[src/rtl/cpu_pkg.sv]
// Shared definitions for the fetch path: state encoding, reset PC and instruction fields.
// Latency: none; this file holds only types, constants and a pure function.
// Backpressure: not applicable.
package cpu_pkg;

   typedef enum logic {
      FS_REQ  = 1'b0,
      FS_EXEC = 1'b1
   } fetch_state_e;

   localparam logic [31:0] RESET_PC_DEFAULT = 32'h0000_0000;
   localparam int          INSTR_W          = 32;

   localparam int IMM_LSB     = 0;
   localparam int IMM_MSB     = 15;
   localparam int JTARGET_LSB = 0;
   localparam int JTARGET_MSB = 25;

   // Byte offset of a conditional branch: 16-bit word offset, sign-extended, times 4.
   function automatic logic [31:0] branch_offset(input logic [INSTR_W-1:0] instr);
      logic [15:0] imm;
      imm = instr[IMM_MSB:IMM_LSB];
      return {{14{imm[15]}}, imm, 2'b00};
   endfunction

endpackage

[src/rtl/next_pc_calc.sv]
// Next-PC selection: jr > j > taken branch > sequential, plus pc+4 for link writes.
// Latency: purely combinational.
// Backpressure: none; the caller decides when next_pc is consumed.
module next_pc_calc
   import cpu_pkg::*;
(
   input  logic [31:0]        pc,
   input  logic [INSTR_W-1:0] instruction,
   input  logic               branch,
   input  logic               jump,
   input  logic               jump_reg,
   input  logic               inv_zero,
   input  logic               zero,
   input  logic [31:0]        reg_da,
   output logic [31:0]        pc_plus4,
   output logic [31:0]        next_pc,
   output logic               misaligned
);

   // Opcode bits are decoded elsewhere; they do not affect the target.
   logic unused_opcode;
   assign unused_opcode = ^instruction[INSTR_W-1:JTARGET_MSB+1];

   assign pc_plus4 = pc + 32'd4;

   // Priority select of the following PC; misalignment is reported only for jr.
   always_comb begin
      next_pc    = pc_plus4;
      misaligned = 1'b0;
      if (jump_reg) begin
         next_pc    = {reg_da[31:2], 2'b00};
         misaligned = |reg_da[1:0];
      end else if (jump) begin
         next_pc = {pc_plus4[31:28], instruction[JTARGET_MSB:JTARGET_LSB], 2'b00};
      end else if (branch && (zero ^ inv_zero)) begin
         next_pc = pc_plus4 + branch_offset(instruction);
      end
   end

endmodule

[src/rtl/instruction_fetch_unit.sv]
// Owns the PC, fetches one word per instruction over req/ack and hands it to the decoder.
// Latency: 2 cycles per instruction with zero-wait memory; each memory wait cycle adds 1.
// Backpressure: req/addr held until ack; the PC advances only when exec_done is seen in EXEC.
module instruction_fetch_unit
   import cpu_pkg::*;
#(
   parameter logic [31:0] RESET_PC = RESET_PC_DEFAULT,
   parameter int          ADDR_W   = 32
) (
   input  logic               clk,
   input  logic               rst_n,
   output logic               imem_req,
   output logic [ADDR_W-1:0]  imem_addr,
   input  logic               imem_ack,
   input  logic [INSTR_W-1:0] imem_rdata,
   output logic [INSTR_W-1:0] instruction,
   output logic               instr_valid,
   input  logic               exec_done,
   input  logic               branch,
   input  logic               jump,
   input  logic               jump_reg,
   input  logic               inv_zero,
   input  logic               zero,
   input  logic [ADDR_W-1:0]  reg_da,
   output logic [ADDR_W-1:0]  pc,
   output logic [ADDR_W-1:0]  pc_plus4,
   output logic               align_err
);

   fetch_state_e       state_q, state_d;
   logic [ADDR_W-1:0]  pc_q, pc_d;
   logic [INSTR_W-1:0] instr_q, instr_d;
   logic               valid_q, valid_d;
   logic               align_q, align_d;
   logic               req_comb;

   logic [ADDR_W-1:0]  next_pc;
   logic               misaligned;

   next_pc_calc u_next_pc_calc (
      .pc          (pc_q),
      .instruction (instr_q),
      .branch      (branch),
      .jump        (jump),
      .jump_reg    (jump_reg),
      .inv_zero    (inv_zero),
      .zero        (zero),
      .reg_da      (reg_da),
      .pc_plus4    (pc_plus4),
      .next_pc     (next_pc),
      .misaligned  (misaligned)
   );

   // State and datapath registers; reset abandons any request in flight.
   always_ff @(posedge clk or negedge rst_n) begin
      if (!rst_n) begin
         state_q <= FS_REQ;
         pc_q    <= RESET_PC;
         instr_q <= '0;
         valid_q <= 1'b0;
         align_q <= 1'b0;
      end else begin
         state_q <= state_d;
         pc_q    <= pc_d;
         instr_q <= instr_d;
         valid_q <= valid_d;
         align_q <= align_d;
      end
   end

   // Next-state logic: capture the word on ack in REQ, advance the PC on exec_done in EXEC.
   always_comb begin
      state_d  = state_q;
      pc_d     = pc_q;
      instr_d  = instr_q;
      valid_d  = valid_q;
      align_d  = align_q;
      req_comb = 1'b0;
      case (state_q)
         FS_REQ: begin
            req_comb = 1'b1;
            if (imem_ack) begin
               instr_d = imem_rdata;
               valid_d = 1'b1;
               state_d = FS_EXEC;
            end
         end
         FS_EXEC: begin
            if (exec_done) begin
               pc_d    = next_pc;
               valid_d = 1'b0;
               state_d = FS_REQ;
               if (misaligned) begin
                  align_d = 1'b1;
               end
            end
         end
         default: begin
            state_d = FS_REQ;
         end
      endcase
   end

   // Request drops the moment reset is asserted, without waiting for a clock edge.
   assign imem_req    = req_comb & rst_n;
   assign imem_addr   = pc_q;
   assign pc          = pc_q;
   assign instruction = instr_q;
   assign instr_valid = valid_q;
   assign align_err   = align_q;

endmodule

[config.mk]
export PLATFORM = sky130hd
export DESIGN_NAME = instruction_fetch_unit
export DESIGN_NICKNAME = d
export VERILOG_FILES = /design/src/rtl/cpu_pkg.sv /design/src/rtl/next_pc_calc.sv /design/src/rtl/instruction_fetch_unit.sv
export SDC_FILE = /design/constraint.sdc
export NUM_CORES = 1
export LEC_CHECK = 0
export ABC_CLOCK_PERIOD_IN_PS = 4100
export CELL_PAD_IN_SITES_DETAIL_PLACEMENT = 0
export CELL_PAD_IN_SITES_GLOBAL_PLACEMENT = 1
export CORE_MARGIN = 10
export CORE_UTILIZATION = 33
export CTS_BUF_LIST = sky130_fd_sc_hd__clkbuf_16
export DETAILED_ROUTE_END_ITERATION = 16
export GPL_TIMING_DRIVEN = 0
export PLACE_DENSITY_LB_ADDON = 0.1
export SLEW_MARGIN = 40
export SYNTH_ARGS = -nofsm -noshare
export SYNTH_HDL_FRONTEND = slang
export SYNTH_SLANG_ARGS = --single-unit
[constraint.sdc]
create_clock -name clk -period 4.1 [get_ports clk]
set_input_delay 0.615 -clock clk [delete_from_list [all_inputs] [get_ports clk]]
set_output_delay 0.615 -clock clk [all_outputs]
set_load 0.05 [all_outputs]
==> impl_results.md, run 1 <==
- Fin crit share: 0.969
- Starting Density: 0.340
- Final setup margin: 0.126 ns
- CP top delay family: compound AO/OA/AOI/OAI gates
- Site Rows: 47
- Pre-CTS setup slack: -0.440 ns
- Fill cell count: 1605
- Max-Cap Viols: 0
- DRC Markers: 0
- Synth area leader: dfrtp_1
- Post-synth top flop: dfrtp_1
- Critical Path Most Common Cell: a221o_1
- Hold Violations, Final: 0
- WS Path Type: flip-flop to flip-flop
- Input/output buffers: 195
- Drt via density: 5.52
- Clock transition at path regs: 0.06 ns
- Startpoint Class: flip-flop
- Area contributors post-synth: dfrtp_1 (29%), ha_1 (7.9%), mux2_1 (6.3%)
- Fmax: 0.252 GHz
- Num CTS Buffers: 9
- Initial DRC count: 518
- Pwr dens: 750 nW/um^2
- Cell variety after synth: 71
- Static Leakage: 3.55 nW
- Area delta synth->final: 51.9%
- Flops & latches, synth: 65
- Worst skew pair latency: 0.34 ns
- Final Util: 0.516
- Data required, critical path: 4.33 ns
- Worst Max-Slew Pin Slew: 0.839 ns
- GR Overflow Total: 0
- Worst Setup End Kind: flip-flop
- Multi-input logic area: 3930 um^2
- Total Wirelength: 25500 um
- RePlAce Congestion: 0.910
- Number of synthesized flops with an enable pin: 0
- Critical path arrival: 4.20 ns
- Max Root-Sink Buffers: 2
- Most frequent cells in the layout: clkdlybuf4s50_1 (194), nand2_1 (58), dfrtp_1 (53), a21oi_1 (52), buf_4 (49)
- Clk sink count: 65
- Number of global-route vias before repair: 6189
- Synth Area per Inst: 8.61 um^2
- Layout cell share with drive strength beyond 1: 0.154
- IO Count: 204
- Setup violators final: 0
- All-layer global routing usage: 0.219
- Run status: finished clean
- Routed WL per cell: 23.1 um
- Clock Skews: 0.00925 ns
- Routed Antenna Nets: 0
- Vias: 6103
- Worst-path cell chain: and2_1, and2_2, and3_1, xor2_4, ha_1, buf_4, a21o_1, a221o_1, a2111oi_4, o21ai_2, a211oi_2, xor2_2, a21oi_1, a221o_1
- Total die area: 22800 um^2
- Storage cell area: 1640 um^2
- Fin. max-slew vios: 0
- Initial antenna violation count: 2
- Largest net degree at the start of global routing: 41
- Yosys top cell area share: 0.287
- CTS root buf: clkbuf_16
- Drt first pass iters: 5
- Worst vdd ir: 361 uV
- H-Tree Depth: 3
- Buf/Inv on CP: 1
- Normalized max-slew margin: 0.441
- CP max stage cell: dfrtp_2
- Period minus WS final: 3.97 ns
- Worst Path Max Fanout: 7
- Global-route wire length before repair: 38100 um
- DIE WIDTH: 151 um
- Hold-fix buffers, CTS: 0
- Yosys warnings: 0
- Hold/Removal Path Class: primary input to async pin
- Commonest non-fill, non-tap cell in the layout: clkdlybuf4s50_1
- Post-DP HPWL: 19900 um
- Area of the core: 16700 um^2
- TritonCTS clock tree: yes
- Die span in y: 151 um
- Nets: 990
- Async S/R FF share, synth: 1.00
- CP max stage delay: 0.44 ns
- Register area share after synthesis: 0.287
- Post-Syn Instances: 659
- Area of the mapped netlist: 5680 um^2
[synthesized netlist by cell type, types with 5 or more instances]
library cell / n
a21o_1: 13
a21oi_1: 52
nand2_1: 58
a221o_1: 6
nor2_1: 44
o21ai_1: 27
o21ai_0: 10
or3_1: 5
o221ai_1: 5
xnor2_1: 27
o211ai_1: 12
mux2_1: 32
nand3_1: 25
inv_1: 8
o22ai_1: 6
buf_4: 39
and3_1: 18
dfrtp_1: 65
mux2i_1: 6
clkbuf_1: 25
a31oi_1: 8
and4_1: 7
and2_1: 6
nand4_1: 12
o21a_1: 7
a211oi_1: 9
nand3b_1: 5
nor3_1: 9
ha_1: 36
xor2_1: 19
[area by class of cell]
cell class              instances  share of cell area
diodes                          1            0.000290
plain buffers                  66              0.0464
clock buffers                   9              0.0261
clock inverters                 7             0.00537
inverters                      10             0.00493
multi-input cells             522               0.456
flip-flops and latches         65               0.190
well taps                     220              0.0319
repair buffers                206               0.238
[cells by family (layout without fill, tap and decap cells)]
family / after synthesis / count (layout) / share of synthesized area
buffers and inverters: 77 / 298 / 0.0787
multiplexers: 38 / 38 / 0.0741
AO/OA/AOI/OAI: 186 / 186 / 0.219
adder cells (fa/ha/maj): 37 / 37 / 0.0829
AND/OR/NAND/NOR: 208 / 208 / 0.184
XOR/XNOR: 47 / 47 / 0.0739
other: 1 / 7 / 0.000661
flip-flops: 65 / 65 / 0.287
[per-layer routing]
layer  vias to the layer above  GRT usage  share of wire
li1                       2835          -              -
met1                      2983      0.289           0.43
met2                       251      0.348           0.47
met3                        32     0.0558          0.087
met4                         2     0.0606          0.017
met5                         -          0        0.00035
[report_power, final]
part / switching [W] / internal, W / leakage, nW / total [W]
Clock: 0.000328 / 0.000408 / 0.131 / 0.000737
Sequential: 0.000323 / 0.000817 / 0.753 / 0.00114
Combinational: 0.00287 / 0.00172 / 2.66 / 0.00459
[sequential cells by signal (all words and copies together), names as in the netlist]
signal,cells
instruction,32
state_q,1
align_err,1
instr_valid,1
imem_addr,30
[repair_timing]
| action | 4_1_cts | 5_1_grt |
|---|---|---|
| gates cloned | 0 | 0 |
| buffers inserted | 10 | 0 |
| setup endpoints to repair | 6 | 4 |
| pin swaps | 8 | 3 |
| resized for setup | 9 | 19 |
[worst paths after layout]
check	from	endpoint	cells after the start	slack [ns]
max in group asynchronous	rst_n	instruction[15]	2	3.44
worst min-delay path	rst_n	instruction[31]	1	0.14
worst max register to register	imem_addr[2]	imem_addr[22]	14	0.13
worst min register to register	instruction[26]	instruction[26]	1	0.49
min in group clk	instruction[26]	instruction[26]	1	0.49
worst max-delay path	imem_addr[2]	imem_addr[22]	14	0.13
[per-stage QoR]
stage	TNS [ns]	instances	hold slack (ns)	instance area (um^2)	power [W]
global route	-0.0210	1105	0.159	8620	0.00683
finish	0	1106	0.138	8620	0.00646
floorplan	-0.0666	664	0.319	5880	0.00414
CTS	0	1105	0.148	8500	0.00637
global placement	-13.30	1079	0.469	8110	0.00555
detailed placement	-1.12	1080	0.474	8140	0.00557
Note: power is estimated with default switching activity, not from simulation.
==> run 2: changes to the inputs <==
--- a/config.mk
+++ b/config.mk
@@ -6,11 +6,12 @@
 export NUM_CORES = 1
 export LEC_CHECK = 0
 export ABC_CLOCK_PERIOD_IN_PS = 4100
+export CAP_MARGIN = 10
 export CELL_PAD_IN_SITES_DETAIL_PLACEMENT = 0
 export CELL_PAD_IN_SITES_GLOBAL_PLACEMENT = 1
 export CORE_MARGIN = 10
-export CORE_UTILIZATION = 33
-export CTS_BUF_LIST = sky130_fd_sc_hd__clkbuf_16
+export CORE_UTILIZATION = 34
+export CTS_BUF_LIST = sky130_fd_sc_hd__clkbuf_8
 export DETAILED_ROUTE_END_ITERATION = 16
 export GPL_TIMING_DRIVEN = 0
 export PLACE_DENSITY_LB_ADDON = 0.1
==> run 2 against run 1 <==
  * Power is 3.8% lower
  * Non-clock buffer count is 5 higher
  * Global-route usage is 0.095 points lower
  * Largest cell class unchanged
  * Critical path type unchanged
  * Highest routed layer is now met4
==> impl_results.md, run 2 (synthesis gave the netlist of run 1 again) <==
- Run status: finished clean
- IO Count: 204
- Clk sink count: 65
- Post-route design area: 8500 um^2
- Area of the core: 16500 um^2
- All-layer global routing usage: 0.218
- Largest net degree at the start of global routing: 41
- Total Wirelength: 25100 um
- WS Path Type: flip-flop to flip-flop
- CP max stage delay: 0.46 ns
- Initial antenna violation count: 0
- Starting Density: 0.345
- Drt via density: 5.44
- Worst vdd ir: 341 uV
- Pwr dens: 732 nW/um^2
- Max-Cap Viols: 0
- Worst Setup End Kind: flip-flop
- Total die area: 22300 um^2
- CP top delay family: compound AO/OA/AOI/OAI gates
- Routed Antenna Nets: 0
- Worst reg2reg endpoint: imem_addr[22]
- Normalized max-slew margin: 0.390
- Worst-path cell chain: buf_4, and2_1, and2_2, and3_2, xor2_4, ha_1, buf_4, a21o_1, a221o_1, a2111oi_4, o21ai_2, a211oi_2, xor2_1, a21oi_1, a221o_1
- Global-route wire length before repair: 37100 um
- Final setup margin: 0.166 ns
- Static Leakage: 3.53 nW
- Number of global-route vias before repair: 6098
- Layout cell share with drive strength beyond 1: 0.153
- Post-DP HPWL: 19200 um
- Startpoint Class: flip-flop
- Fill cell count: 1588
- Worst Path Max Fanout: 7
- Worst skew pair latency: 0.38 ns
- Nets: 995
- Max reg flops: 32
- Multi-input logic area: 3840 um^2
- RePlAce Congestion: 0.920
- DRC Markers: 0
- Num CTS Buffers: 9
- Routed WL per cell: 22.6 um
- DIE WIDTH: 149 um
- TritonCTS clock tree: yes
- Reg2Reg Launch Point: imem_addr[2]
- Fin crit share: 0.959
- Worst Reg-to-Reg Cells: 15
- Clock Skews: 0.0152 ns
- Final Util: 0.516
- Fin. max-slew vios: 0
- Drt first pass iters: 5
- Commonest non-fill, non-tap cell in the layout: clkdlybuf4s50_1
- Total power: 0.00622 W
- H-Tree Depth: 3
- Max Root-Sink Buffers: 2
- Initial DRC count: 340
- Vias: 6042
- Hold Violations, Final: 0
- Unrepaired setup endpoints after global routing: true
- Die span in y: 149 um
- Critical path arrival: 4.20 ns
- Site Rows: 47
- Area delta synth->final: 49.7%
- Storage cell area: 1640 um^2
- Setup violators final: 0
- Hold/Removal Path Class: primary input to async pin
- CP max stage cell: dfrtp_2
- Worst Max-Slew Pin Slew: 0.914 ns
- Input/output buffers: 195
- Reg-to-reg slack, setup: 0.17 ns
- Data required, critical path: 4.37 ns
- Buf/Inv on CP: 2
- Placed cell areas: 8130 um^2
- GR Overflow Total: 0
- Period minus WS final: 3.93 ns
- Clock transition at path regs: 0.09 ns
- Fmax: 0.254 GHz
- Pre-CTS setup slack: -0.416 ns
- Most frequent cells in the layout: clkdlybuf4s50_1 (194), nand2_1 (58), dfrtp_1 (55), buf_4 (54), a21oi_1 (52)
- CTS root buf: clkbuf_8
- Final hold slack: 0.0995 ns
run 2: cell count changes in the layout (fill, tap and decap cells not counted), sizes merged:
cell    delta
buf        +5
bufinv     +1
clkbuf     +1
clkinv     -4
inv        +2
run 2: through the flow:
step | instances | setup TNS, ns
after global placement | 1079 | -14.60
after detailed placement | 1080 | -1.22
after global routing | 1110 | -0.0169
final | 1111 | 0
after floorplan | 664 | -0.0666
after CTS | 1100 | 0
run 2: what timing repair did:
action,CTS,global route
setup endpoints to repair,15,6
pin swaps,2,9
hold buffers,0,0
buffers inserted,4,11
gates cloned,0,0
gates resized for setup,2,13
run 2: worst reg2reg max path, stage by stage, from the launching register on:
cell	delay [ns]
dfrtp_2	0.46
buf_4	0.17
and2_1	0.17
and2_2	0.23
and3_2	0.25
xor2_4	0.16
ha_1	0.28
buf_4	0.16
a21o_1	0.17
a221o_1	0.38
a2111oi_4	0.31
o21ai_2	0.16
a211oi_2	0.33
xor2_1	0.19
a21oi_1	0.09
a221o_1	0.32
run 2: cell type report:
class / instances / area share
inverters: 10 / 0.00501
multi-input cells: 522 / 0.452
repair buffers: 211 / 0.246
flip-flops and latches: 65 / 0.193
clock inverters: 6 / 0.00854
diodes: 1 / 0.000295
clock buffers: 10 / 0.0162
plain buffers: 66 / 0.0473
well taps: 220 / 0.0324
run 2: routing by layer:
layer	global-route usage	share of wire	wire length, um	vias to the layer above
met5	0	0	0	-
met4	0.0599	0.020	507	0
met3	0.0583	0.072	1810	29
met2	0.357	0.47	11800	226
met1	0.277	0.44	10900	2951
li1	-	-	-	2836
run 2: worst max path at each step:
stage | cells past startpoint | end | slack (ns) | start
floorplan | 15 | imem_addr[31] | -0.05 | imem_addr[5]
global placement | 3 | imem_req | -1.19 | rst_n
detailed placement | 15 | imem_addr[27] | -0.42 | imem_addr[2]
CTS | 17 | imem_addr[31] | 0.03 | imem_addr[2]
global route | 16 | imem_addr[29] | -0.02 | imem_addr[2]
finish | 15 | imem_addr[22] | 0.17 | imem_addr[2]
run 2: power breakdown:
part	leakage (nW)	internal, W	switching, W
sequential	0.755	0.000814	0.000305
combinational	2.68	0.00169	0.00278
clock	0.104	0.000305	0.000321
